`config.mk`:
```
export PLATFORM = sky130hd
export DESIGN_NAME = dmem_cache
export DESIGN_NICKNAME = d
export VERILOG_FILES = /design/src/rtl/dmem_cache_pkg.sv /design/src/rtl/dmem_cache_array.sv /design/src/rtl/dmem_cache.sv
export SDC_FILE = /design/constraint.sdc
export NUM_CORES = 2
export LEC_CHECK = 0
export CORE_MARGIN = 1.5
export CORE_UTILIZATION = 25
export CTS_CLUSTER_SIZE = 20
export DETAILED_ROUTE_END_ITERATION = 6
export HOLD_SLACK_MARGIN = 0.05
export SYNTH_ARGS = -nofsm -noshare
export SYNTH_HDL_FRONTEND = slang
export SYNTH_SLANG_ARGS = --single-unit
```
`constraint.sdc`:
```
create_clock -name clk -period 10 [get_ports clk]
set_input_delay 1.5 -clock clk [delete_from_list [all_inputs] [get_ports clk]]
set_output_delay 1.5 -clock clk [all_outputs]
set_load 0.03 [all_outputs]
```
`src/rtl/dmem_cache_pkg.sv`:
```
// Shared definitions for the direct-mapped write-through data cache:
// the controller state encoding and the address-split helpers.
package dmem_cache_pkg;

  // Controller states; the numeric values are visible on state_dbg.
  typedef enum logic [2:0] {
    ST_IDLE  = 3'd0,
    ST_FILL  = 3'd1,
    ST_WRITE = 3'd2,
    ST_DONE  = 3'd3,
    ST_FLUSH = 3'd4
  } state_e;

  // Byte-offset bits below the index (one 32-bit word per line).
  localparam int OFFSET_BITS = 2;

  // Tag width left over once the index and byte offset are removed.
  function automatic int tag_bits(input int addr_width, input int index_bits);
    return addr_width - index_bits - OFFSET_BITS;
  endfunction

endpackage

```
`src/rtl/dmem_cache_array.sv`:
```
// Tag/data/valid storage for the cache: one combinational read port,
// one synchronous write port (which also sets valid) and a valid-clear port.
// Only the valid bits are reset; tag and data contents are left as they are.
module dmem_cache_array
  import dmem_cache_pkg::*;
#(
  parameter int INDEX_BITS = 6,
  parameter int TAG_BITS   = 24,
  parameter int DATA_WIDTH = 32
) (
  input  logic                  clk,
  input  logic                  rstn,
  input  logic [INDEX_BITS-1:0] rd_index,
  output logic                  rd_valid,
  output logic [TAG_BITS-1:0]   rd_tag,
  output logic [DATA_WIDTH-1:0] rd_data,
  input  logic                  wr_en,
  input  logic [INDEX_BITS-1:0] wr_index,
  input  logic [TAG_BITS-1:0]   wr_tag,
  input  logic [DATA_WIDTH-1:0] wr_data,
  input  logic                  clr_en,
  input  logic [INDEX_BITS-1:0] clr_index
);

  localparam int LINES = 1 << INDEX_BITS;

  logic [LINES-1:0]      valid_q;
  logic [LINES-1:0]      valid_d;
  logic [TAG_BITS-1:0]   tag_mem  [LINES];
  logic [DATA_WIDTH-1:0] data_mem [LINES];

  assign rd_valid = valid_q[rd_index];
  assign rd_tag   = tag_mem[rd_index];
  assign rd_data  = data_mem[rd_index];

  // Next valid vector: a sweep clear and a line write never target the same cycle.
  always_comb begin
    valid_d = valid_q;
    if (clr_en) valid_d[clr_index] = 1'b0;
    if (wr_en)  valid_d[wr_index]  = 1'b1;
  end

  // Valid bits are the only reset storage, so reset invalidates every line at once.
  always_ff @(posedge clk) begin
    if (!rstn) valid_q <= '0;
    else       valid_q <= valid_d;
  end

  // Tag and data contents: written on fill or write hit, never reset.
  always_ff @(posedge clk) begin
    if (wr_en) begin
      tag_mem[wr_index]  <= wr_tag;
      data_mem[wr_index] <= wr_data;
    end
  end

endmodule

```
`src/rtl/dmem_cache.sv`:
```
// Direct-mapped, write-through, no-write-allocate data cache, one word per line.
//
// Handshakes: the requester raises read_enable or write_enable and holds addr,
// data_in and the enables stable for as long as miss=1; the access completes in
// the first cycle with an enable high and miss=0 (read data on data_out then).
// Toward memory, mem_re or mem_we is held with a stable mem_addr/mem_wdata
// until mem_ready=1 is seen on a rising edge; that edge ends the transaction.
module dmem_cache
  import dmem_cache_pkg::*;
#(
  parameter int ADDR_WIDTH = 32,
  parameter int DATA_WIDTH = 32,
  parameter int INDEX_BITS = 6
) (
  input  logic                  clk,
  input  logic                  rstn,
  input  logic [ADDR_WIDTH-1:0] addr,
  input  logic [DATA_WIDTH-1:0] data_in,
  input  logic                  write_enable,
  input  logic                  read_enable,
  input  logic                  flush,
  output logic [DATA_WIDTH-1:0] data_out,
  output logic                  miss,
  output logic                  flush_busy,
  output logic [ADDR_WIDTH-1:0] mem_addr,
  output logic [DATA_WIDTH-1:0] mem_wdata,
  output logic                  mem_re,
  output logic                  mem_we,
  input  logic [DATA_WIDTH-1:0] mem_rdata,
  input  logic                  mem_ready,
  output logic [2:0]            state_dbg
);

  localparam int TAG_BITS = tag_bits(ADDR_WIDTH, INDEX_BITS);

  state_e                state_q, state_d;
  logic [ADDR_WIDTH-1:0] addr_q, addr_d;
  logic [DATA_WIDTH-1:0] data_q, data_d;
  logic                  pend_q, pend_d;
  logic [INDEX_BITS-1:0] cnt_q, cnt_d;
  logic                  mem_re_q, mem_re_d;
  logic                  mem_we_q, mem_we_d;
  logic [ADDR_WIDTH-1:0] mem_addr_q, mem_addr_d;
  logic [DATA_WIDTH-1:0] mem_wdata_q, mem_wdata_d;

  logic [INDEX_BITS-1:0] look_index;
  logic [TAG_BITS-1:0]   look_tag;
  logic                  rd_valid;
  logic [TAG_BITS-1:0]   rd_tag;
  logic [DATA_WIDTH-1:0] rd_data;
  logic                  hit;
  logic                  arr_wr_en;
  logic [DATA_WIDTH-1:0] arr_wr_data;
  logic                  arr_clr_en;
  logic                  any_en;
  logic                  miss_c;
  logic [DATA_WIDTH-1:0] data_out_c;
  logic                  unused_addr_bits;

  assign any_en           = read_enable | write_enable;
  assign unused_addr_bits = ^{addr[1:0], addr_q[1:0]};

  dmem_cache_array #(
    .INDEX_BITS (INDEX_BITS),
    .TAG_BITS   (TAG_BITS),
    .DATA_WIDTH (DATA_WIDTH)
  ) u_array (
    .clk       (clk),
    .rstn      (rstn),
    .rd_index  (look_index),
    .rd_valid  (rd_valid),
    .rd_tag    (rd_tag),
    .rd_data   (rd_data),
    .wr_en     (arr_wr_en & rstn),
    .wr_index  (addr_q[INDEX_BITS+1:2]),
    .wr_tag    (addr_q[ADDR_WIDTH-1:INDEX_BITS+2]),
    .wr_data   (arr_wr_data),
    .clr_en    (arr_clr_en & rstn),
    .clr_index (cnt_q)
  );

  // Lookup uses the live address in IDLE and the latched one while a miss is in flight.
  always_comb begin
    if (state_q == ST_IDLE) begin
      look_index = addr[INDEX_BITS+1:2];
      look_tag   = addr[ADDR_WIDTH-1:INDEX_BITS+2];
    end else begin
      look_index = addr_q[INDEX_BITS+1:2];
      look_tag   = addr_q[ADDR_WIDTH-1:INDEX_BITS+2];
    end
    hit = rd_valid && (rd_tag == look_tag);
  end

  // Next-state, latch and array-update logic; memory strobes follow the next state.
  always_comb begin
    state_d     = state_q;
    addr_d      = addr_q;
    data_d      = data_q;
    pend_d      = pend_q | flush;
    cnt_d       = cnt_q;
    arr_wr_en   = 1'b0;
    arr_wr_data = mem_rdata;
    arr_clr_en  = 1'b0;
    case (state_q)
      ST_IDLE: begin
        // A pending flush wins over any new request.
        if (pend_q) begin
          state_d = ST_FLUSH;
          cnt_d   = '0;
        end else if (write_enable) begin
          state_d = ST_WRITE;
          addr_d  = addr;
          data_d  = data_in;
        end else if (read_enable && !hit) begin
          state_d = ST_FILL;
          addr_d  = addr;
        end
      end
      ST_FILL: begin
        if (mem_ready) begin
          arr_wr_en   = 1'b1;
          arr_wr_data = mem_rdata;
          data_d      = mem_rdata;
          state_d     = ST_DONE;
        end
      end
      ST_WRITE: begin
        // Write-through without allocate: only a line already holding this tag is updated.
        if (mem_ready) begin
          arr_wr_en   = hit;
          arr_wr_data = data_q;
          state_d     = ST_DONE;
        end
      end
      ST_DONE: begin
        state_d = ST_IDLE;
      end
      ST_FLUSH: begin
        arr_clr_en = 1'b1;
        if (flush) begin
          cnt_d = '0;
        end else if (cnt_q == {INDEX_BITS{1'b1}}) begin
          state_d = ST_IDLE;
          pend_d  = 1'b0;
          cnt_d   = '0;
        end else begin
          cnt_d = cnt_q + 1'b1;
        end
      end
      default: begin
        state_d = ST_IDLE;
      end
    endcase
    mem_re_d    = (state_d == ST_FILL);
    mem_we_d    = (state_d == ST_WRITE);
    mem_addr_d  = (mem_re_d || mem_we_d) ? {addr_d[ADDR_WIDTH-1:2], 2'b00} : '0;
    mem_wdata_d = mem_we_d ? data_d : '0;
  end

  // Controller register: state, latched request, flush bookkeeping and registered strobes.
  always_ff @(posedge clk) begin
    if (!rstn) begin
      state_q     <= ST_IDLE;
      addr_q      <= '0;
      data_q      <= '0;
      pend_q      <= 1'b0;
      cnt_q       <= '0;
      mem_re_q    <= 1'b0;
      mem_we_q    <= 1'b0;
      mem_addr_q  <= '0;
      mem_wdata_q <= '0;
    end else begin
      state_q     <= state_d;
      addr_q      <= addr_d;
      data_q      <= data_d;
      pend_q      <= pend_d;
      cnt_q       <= cnt_d;
      mem_re_q    <= mem_re_d;
      mem_we_q    <= mem_we_d;
      mem_addr_q  <= mem_addr_d;
      mem_wdata_q <= mem_wdata_d;
    end
  end

  // Stall and read data toward the requester; everything is forced quiet under reset.
  always_comb begin
    miss_c     = 1'b0;
    data_out_c = '0;
    case (state_q)
      ST_IDLE: begin
        miss_c = any_en & (pend_q | write_enable | !hit);
        if (hit) data_out_c = rd_data;
      end
      ST_FILL, ST_WRITE, ST_FLUSH: miss_c = any_en;
      ST_DONE: data_out_c = data_q;
      default: miss_c = 1'b0;
    endcase
  end

  assign miss       = rstn & miss_c;
  assign data_out   = rstn ? data_out_c : '0;
  assign flush_busy = rstn & pend_q;
  assign mem_re     = rstn & mem_re_q;
  assign mem_we     = rstn & mem_we_q;
  assign mem_addr   = rstn ? mem_addr_q : '0;
  assign mem_wdata  = rstn ? mem_wdata_q : '0;
  assign state_dbg  = state_q;

endmodule

```
# --- After elaboration in Yosys (flattened, before gate mapping) ---
# Memories as Yosys holds them, arrays and structs flattened.
# Cells that the tools add are included.
classes:
  addsub: 1
  n_lt_le_gt_ge: 5
  bitwise: 15
  reduce_logical: 15
  muxes: 46
  eq_ne: 9
op_table:
  columns: ["op", "n"]
  rows:
  - ["32-bit 2-to-1 mux", 13]
  - ["64-bit 2-to-1 mux", 2]
  - ["32-bit case mux with 2 select lines", 2]
  - ["64-bit AND", 1]
  - ["64-bit inverter", 1]
  - ["64-bit bitwise OR", 1]
  - ["24-bit equality test", 1]
  - ["24-bit 2-to-1 mux", 1]
  - ["6-bit 2-to-1 mux", 4]
  - ["6-bit by 7-bit < comparator with 1-bit output (second input constant)", 3]
  - ["3-bit 2-to-1 mux", 6]
  - ["1-bit demux with 6-bit select", 2]
  - ["6-bit by 1-bit >= comparator with 1-bit output (second input constant)", 2]
  - ["6-bit case mux with 2 select lines", 1]
  - ["1-bit 2-to-1 mux", 11]
  - ["3-bit by 2-bit equality test with 1-bit output (second input constant)", 3]
  - ["3-bit case mux with 3 select lines", 1]
  - ["1-bit AND", 7]
  - ["6-bit by 1-bit adder with 6-bit output (second input constant)", 1]
  - ["1-bit binary-select mux with 6-bit select", 1]
  - ["3-bit by 1-bit equality test with 1-bit output (second input constant)", 2]
  - ["6-bit equality test (second input constant)", 1]
  - ["2-bit AND reduction", 3]
  - ["1-bit logical AND", 4]
  - ["other kinds (12)", 17]
totals:
  elab_cells: 105
  inputBits: 102
  mem_count: 2
  mem_bits_rw: 3584
  ff_bits: 204
  output_inout_bits: 103
mem_list:
  columns: ["memory", "depth", "width", "read_ports", "rd_clocked_by_memory_dff", "wr", "line", "text"]
  rows:
  - ["u_array.data_mem", 64, 32, 1, 0, 1, "dmem_cache_array.sv:30", "logic [DATA_WIDTH-1:0] data_mem [LINES];"]
  - ["u_array.tag_mem", 64, 24, 1, 0, 1, "dmem_cache_array.sv:29", "logic [TAG_BITS-1:0] tag_mem [LINES];"]

# --- Longest topological paths before layout ---
logic_depth:
  ltp_word: 14
  mapped_depth: 21
  mapped_depth_nobuf: 12

# --- Hierarchy ---
# From an unflattened synthesis, not the netlist that was laid out.
unflattened:
  hier_cells: 7022
  hier_area_um2: 146112.6
modules_own_cells:
  columns: ["module", "instances", "seq_area_each_um2", "area_each_um2", "cells_each"]
  rows:
  - ["dmem_cache_array", 1, 108904.4, 139408.7, 6282]
  - ["dmem_cache", 1, 2722.6, 6703.9, 740]

# --- Worst setup path after synthesis ---
# OpenSTA, ideal clock, no wires.
synth_path:
  kind: "input -> register"
  from: "input addr[2]"
  to: "memory u_array.data_mem[0][0] (enable)"
  required_time_ns: 9.461
  cell_stages: 20
  setup_ns: 0.539
  arrival_ns: 8.776
  path_slack_ns: 0.685
  path_buffers: 8
  cell_sequence: "buf_2 or4b_1 buf_2 nand2_4 buf_6 buf_6 buf_4 buf_2 mux2i_1 o22ai_1 nor3_1 nand3_1 xnor2_1 o41ai_2 and4b_1 and4_1 o21ai_1 buf_2 buf_2 nor3_1"
synth_via:
  elab_chain_len: 9
  word_cells_on_any_way: 11
  cone_classes: "eq/ne: 1; mux: 7; bitwise: 1; reduce/logical: 1; memory: 1"
synth_rtl:
  columns: ["item", "line", "text"]
  rows:
  - ["start, declared", "dmem_cache.sv:17", "input logic [ADDR_WIDTH-1:0] addr,"]
  - ["6-bit 2-to-1 mux (*)", "dmem_cache.sv:84", "if (state_q == ST_IDLE) begin"]
  - ["memory 64 x 24 bit or 1-bit binary-select mux with 6-bit select (tied branches)", null, null]
  - ["24-bit equality test or 1-bit 2-to-1 mux (tied branches)", "dmem_cache.sv:91, dmem_cache_array.sv:32", null]
  - ["1-bit logical AND (*)", "dmem_cache.sv:91", "hit = rd_valid && (rd_tag == look_tag);"]
  - ["1-bit 2-to-1 mux (*)", "dmem_cache.sv:129", "if (mem_ready) begin"]
  - ["1-bit case mux with 2 select lines (*)", "dmem_cache.sv:104", "case (state_q)"]
  - ["1-bit AND (*)", "dmem_cache.sv:74", ".wr_en (arr_wr_en & rstn),"]
  - ["1-bit 2-to-1 mux (*)", "dmem_cache_array.sv:51", "if (wr_en) begin"]
  - ["1-bit 2-to-1 mux (not written as such) (*)", "dmem_cache_array.sv:53", "data_mem[wr_index] <= wr_data;"]
  - ["end, declared", "dmem_cache_array.sv:30", null]
# Every way passes the cells marked *; elsewhere a longest branch is shown, timed or not. The select of a mux whose other input is x is not followed.

# --- Final worst setup path ---
layout_path:
  from: "register state_q[0], in the netlist state_dbg[0]"
  to: "output data_out[17]"
layout_via:
  elab_chain_len: 8
  word_cells_on_any_way: 13
  cone_classes: "eq/ne: 2; mux: 7; reduce/logical: 2; memory: 2"
layout_rtl:
  columns: ["item", "line", "text"]
  rows:
  - ["start, declared", "dmem_cache.sv:36", "state_e state_q, state_d;"]
  - ["start signal, assigned", "dmem_cache.sv:173", "state_q <= state_d;"]
  - ["3-bit zero test", "dmem_cache.sv:84, dmem_cache.sv:189", null]
  - ["6-bit 2-to-1 mux", "dmem_cache.sv:84", null]
  - ["memory 64 x 24 bit or 1-bit binary-select mux with 6-bit select (tied branches)", null, null]
  - ["24-bit equality test or 1-bit 2-to-1 mux (tied branches)", "dmem_cache.sv:91, dmem_cache_array.sv:32", null]
  - ["1-bit logical AND", "dmem_cache.sv:91", null]
  - ["32-bit 2-to-1 mux", "dmem_cache.sv:192", "if (hit) data_out_c = rd_data;"]
  - ["32-bit case mux with 2 select lines (*)", "dmem_cache.sv:189", "case (state_q)"]
  - ["32-bit 2-to-1 mux (*)", "dmem_cache.sv:201", "assign data_out = rstn ? data_out_c : '0;"]
  - ["end, declared", "dmem_cache.sv:22", "output logic [DATA_WIDTH-1:0] data_out,"]
# Marked as above.

==> impl_metrics.csv <==
group,metric,value,unit
global_routing,grt_pass1_wl,742,mm
detailed_routing,drc,0,
sta,final-hold-violation-count,0,
floorplan,start_util,25.1,%
sta,drv_slew,0,
clocking,cts_resized,0,
clocking,cts_buffers,379,
sta,worst_pin_slew,1370,ps
layout,layout.nets,11800,
layout,final_core_util,29.2,%
critical_path,worstSetupPathType,"flop to output port",
place,dp_cells,19600,
synth,ys_warn_count,0,
synth,synth_ff_type,"edfxtp_1",
clocking,clkLatencyLatePin,970,ps
critical_path,critPathArrivalTime,7980,ps
global_routing,gr-usage-all-layers,15.8,%
synth,ys_ff_latch,3784,
synth,synth_compound_area_share,7.55,%
floorplan,core,627000,um^2
global_routing,grt_remaining_overflow,0,
floorplan,die_area,634000,um^2
layout,syn_to_final_growth,16.4,%
layout,layout-drive-gt1-share,11.7,%
floorplan,die-width,796,um
sta,period_share,94.8,%
detailed_routing,via_per_inst,5.18,
place,gp_congestion,0.895,
synth,synth_xor_area_share,0.139,%
synth,synth_top_area_share,68.4,%
floorplan,die_height,796,um
clocking,post_cts_buffers,0,
critical_path,cp.required,8500,ps
synth,synth-edff-count,3584,
clocking,cts.sink_count,3784,
power,totalPowerFinal,38.6,mW
global_routing,antenna_found_initial,18,
synth,synth_top_area_cell,"edfxtp_1",
detailed_routing,ant_nets,0,
synth,netlist_area,157000,um^2
synth,synth_top_family_by_area,"simple AND/OR/NAND/NOR gates",
synth,synth.avg_cell_area,13.6,um^2
synth,synth_async_sr_flop_share,0,%
critical_path,endpoint_kind,"output port",
detailed_routing,wire_per_inst,25.9,um
outcome,status,"finished clean",
global_routing,grt_pass1_vias,98200,
synth,synth.area.mux_share,5.69,%
critical_path,critical_path.max_fanout,81,
sta,fin_ws,519,ps
sta,maxSlewHeadroom,6.20,%
detailed_routing,wl,528,mm
sta,fin_crit,9480,ps
power,leakage,59.5,nW
sta,clock.fmax,0.105,GHz
sta,setup_viol,0,
detailed_routing,first_pass_iters,7,
clocking,clk_path_buf_depth,4,
synth,synth-simple-area-share,13.1,%
floorplan,ios,205,
place,place_hpwl,279,mm
clocking,ctsHtreeMaxLevel,5,
synth,synthCells,11600,
detailed_routing,num_vias,105000,
synth,yosysSeqAreaShare,71.0,%
global_routing,grt_max_degree,156,
layout,final_area,183000,um^2
flow_run,cap_viol_max_count,0,
clocking,cts.clk_slew.worst_paths,60,ps
place,dp_worst_setup_slack,1020,ps
hold_path,worstHoldPathType,"flop to flop",
place,port-buffer-count,200,
sta,finClkSkew,49.4,ps
power,power.density,211,nW/um^2
layout,layoutNonFillerInstCount,20400,
power,ir_worst_vdd,0.148,mV
synth,synth_cell_types,102,
floorplan,fp-row-count,291,
synth,synth.area.top_cells,"edfxtp_1 68%, nand2_1 6.2%, nand3_1 3.8%, mux4_2 2.6%, dfxtp_1 2.5%",
detailed_routing,first_iter_violations,15800,
critical_path,cp-start-kind,"flop",
synth,synthAdderAreaFrac,0.00795,%
clocking,cts_tree,"done",
layout,fillers,62400,
sta,rsz0062_at_grt,"false",
sta,fin_tns_setup,0,ps
clocking,cts_hold_buf,0,
clocking,cts_root_buf,"clkbuf_16",
place,placed_area,171000,um^2
sta,whs,473,ps
## cell usage after synthesis (22+ instances only)
master,n
edfxtp_1,3584
nand2_1,2598
nand3_1,1205
clkbuf_1,532
mux2i_1,375
a311oi_1,360
nor2_1,228
and3_1,221
dfxtp_1,200
mux4_2,185
a21oi_1,168
buf_2,164
o21ai_0,138
nor3_1,118
a211oi_1,107
buf_1,98
a31oi_1,95
o31ai_1,94
mux2_2,88
and2_1,77
o211ai_1,67
o22ai_1,66
a22oi_1,63
a221oi_1,61
buf_4,58
nand4_1,49
a2bb2oi_1,38
a222oi_1,35
o21ai_1,33
a32oi_1,32
buf_6,31
a2111oi_0,29
nand2b_1,25
o221ai_1,25
nor4_1,23
a211o_1,22
## registers in the layout, summed over array words and instances (netlist names)
signal            count
mem_addr_q           30
state_dbg             3
pend_q                1
cnt_q                 6
u_array.valid_q      64
addr_q               30
u_array.tag_mem    1536
mem_wdata_q          32
mem_re_q              1
u_array.data_mem   2048
mem_we_q              1
data_q               32
## layer usage
layer,vias up,share of wire [%],GRT usage [%]
li1,44600,-,-
met5,-,0,0
met4,0,4.7,6.74
met2,6174,45,24.5
met1,53700,40,21.8
met3,1056,10,2.86
## where the power goes
part	switching, mW	total (mW)	internal, mW
Clock	6.11	13.9	7.80
Sequential	0.0545	17.7	17.6
Combinational	5.12	7.04	1.92
## worst paths after layout
path	cells after the start	slack (ps)	startpoint	to
hold / removal	2	470	u_array.valid_q[19]	u_array.valid_q[19]
setup reg to reg	17	2070	state_dbg[0]	u_array.tag_mem[0][2]
setup / recovery	18	520	state_dbg[0]	data_out[17]
hold reg to reg	2	470	u_array.valid_q[19]	u_array.valid_q[19]
## area by class of cell
cell class	instances	area [um^2]	area share [%]
Sequential cell	3784	112000	61.0
Tap cell	8350	10400	5.71
Antenna cell	7	17.5	0.00957
Inverter	21	81.3	0.0444
Clock inverter	205	1690	0.923
Multi-Input combinational cell	6898	42200	23.0
Timing Repair Buffer	597	6790	3.71
Clock buffer	494	10200	5.58
## layout by cell type, fill, tap and decap left out, types with 27 or more instances in the layout
cell and count:
a2111oi_0 29, a211oi_1 107, a21oi_1 167, a221oi_1 61
a222oi_1 35, a22oi_1 63, a2bb2oi_1 38, a311oi_1 360
a31oi_1 95, a32oi_1 32, and2_1 77, and3_1 220
buf_12 151, buf_4 280, clkbuf_1 97, clkbuf_16 391
clkdlybuf4s50_1 164, clkinv_1 84, clkinv_2 69, dfxtp_1 170
dfxtp_2 27, edfxtp_1 3584, mux2_2 87, mux2i_1 369
mux4_2 185, nand2_1 2597, nand3_1 1204, nand4_1 49
nor2_1 218, nor3_1 54, nor3_2 64, o211ai_1 67
o21ai_0 137, o21ai_1 31, o22ai_1 65, o31ai_1 89
## critical path, stage by stage, from the launching register on
cell and delay [ps]:
dfxtp_2 420, buf_4 300, o31ai_4 260, buf_4 510, nand2_8 650, buf_12 440, nand2_1 340, o22ai_1 150
nor4_1 950, xnor2_1 140, a31oi_1 580, a211oi_1 120, and4b_1 360, nand4_1 150, buf_4 540, a2bb2oi_1 460
nor2_1 80, buf_4 170, buf_12 130
## cells by family (layout without fill, tap and decap cells)
kind of cell,Yosys count,in the layout
flops,3784,3784
compound gates,1572,1572
fa+ha+maj,1,1
other cells,1,9
buf+inv,906,1317
xor+xnor,25,25
mux,651,651
simple gates,4647,4647
Note: power is estimated with default switching activity, not from simulation.
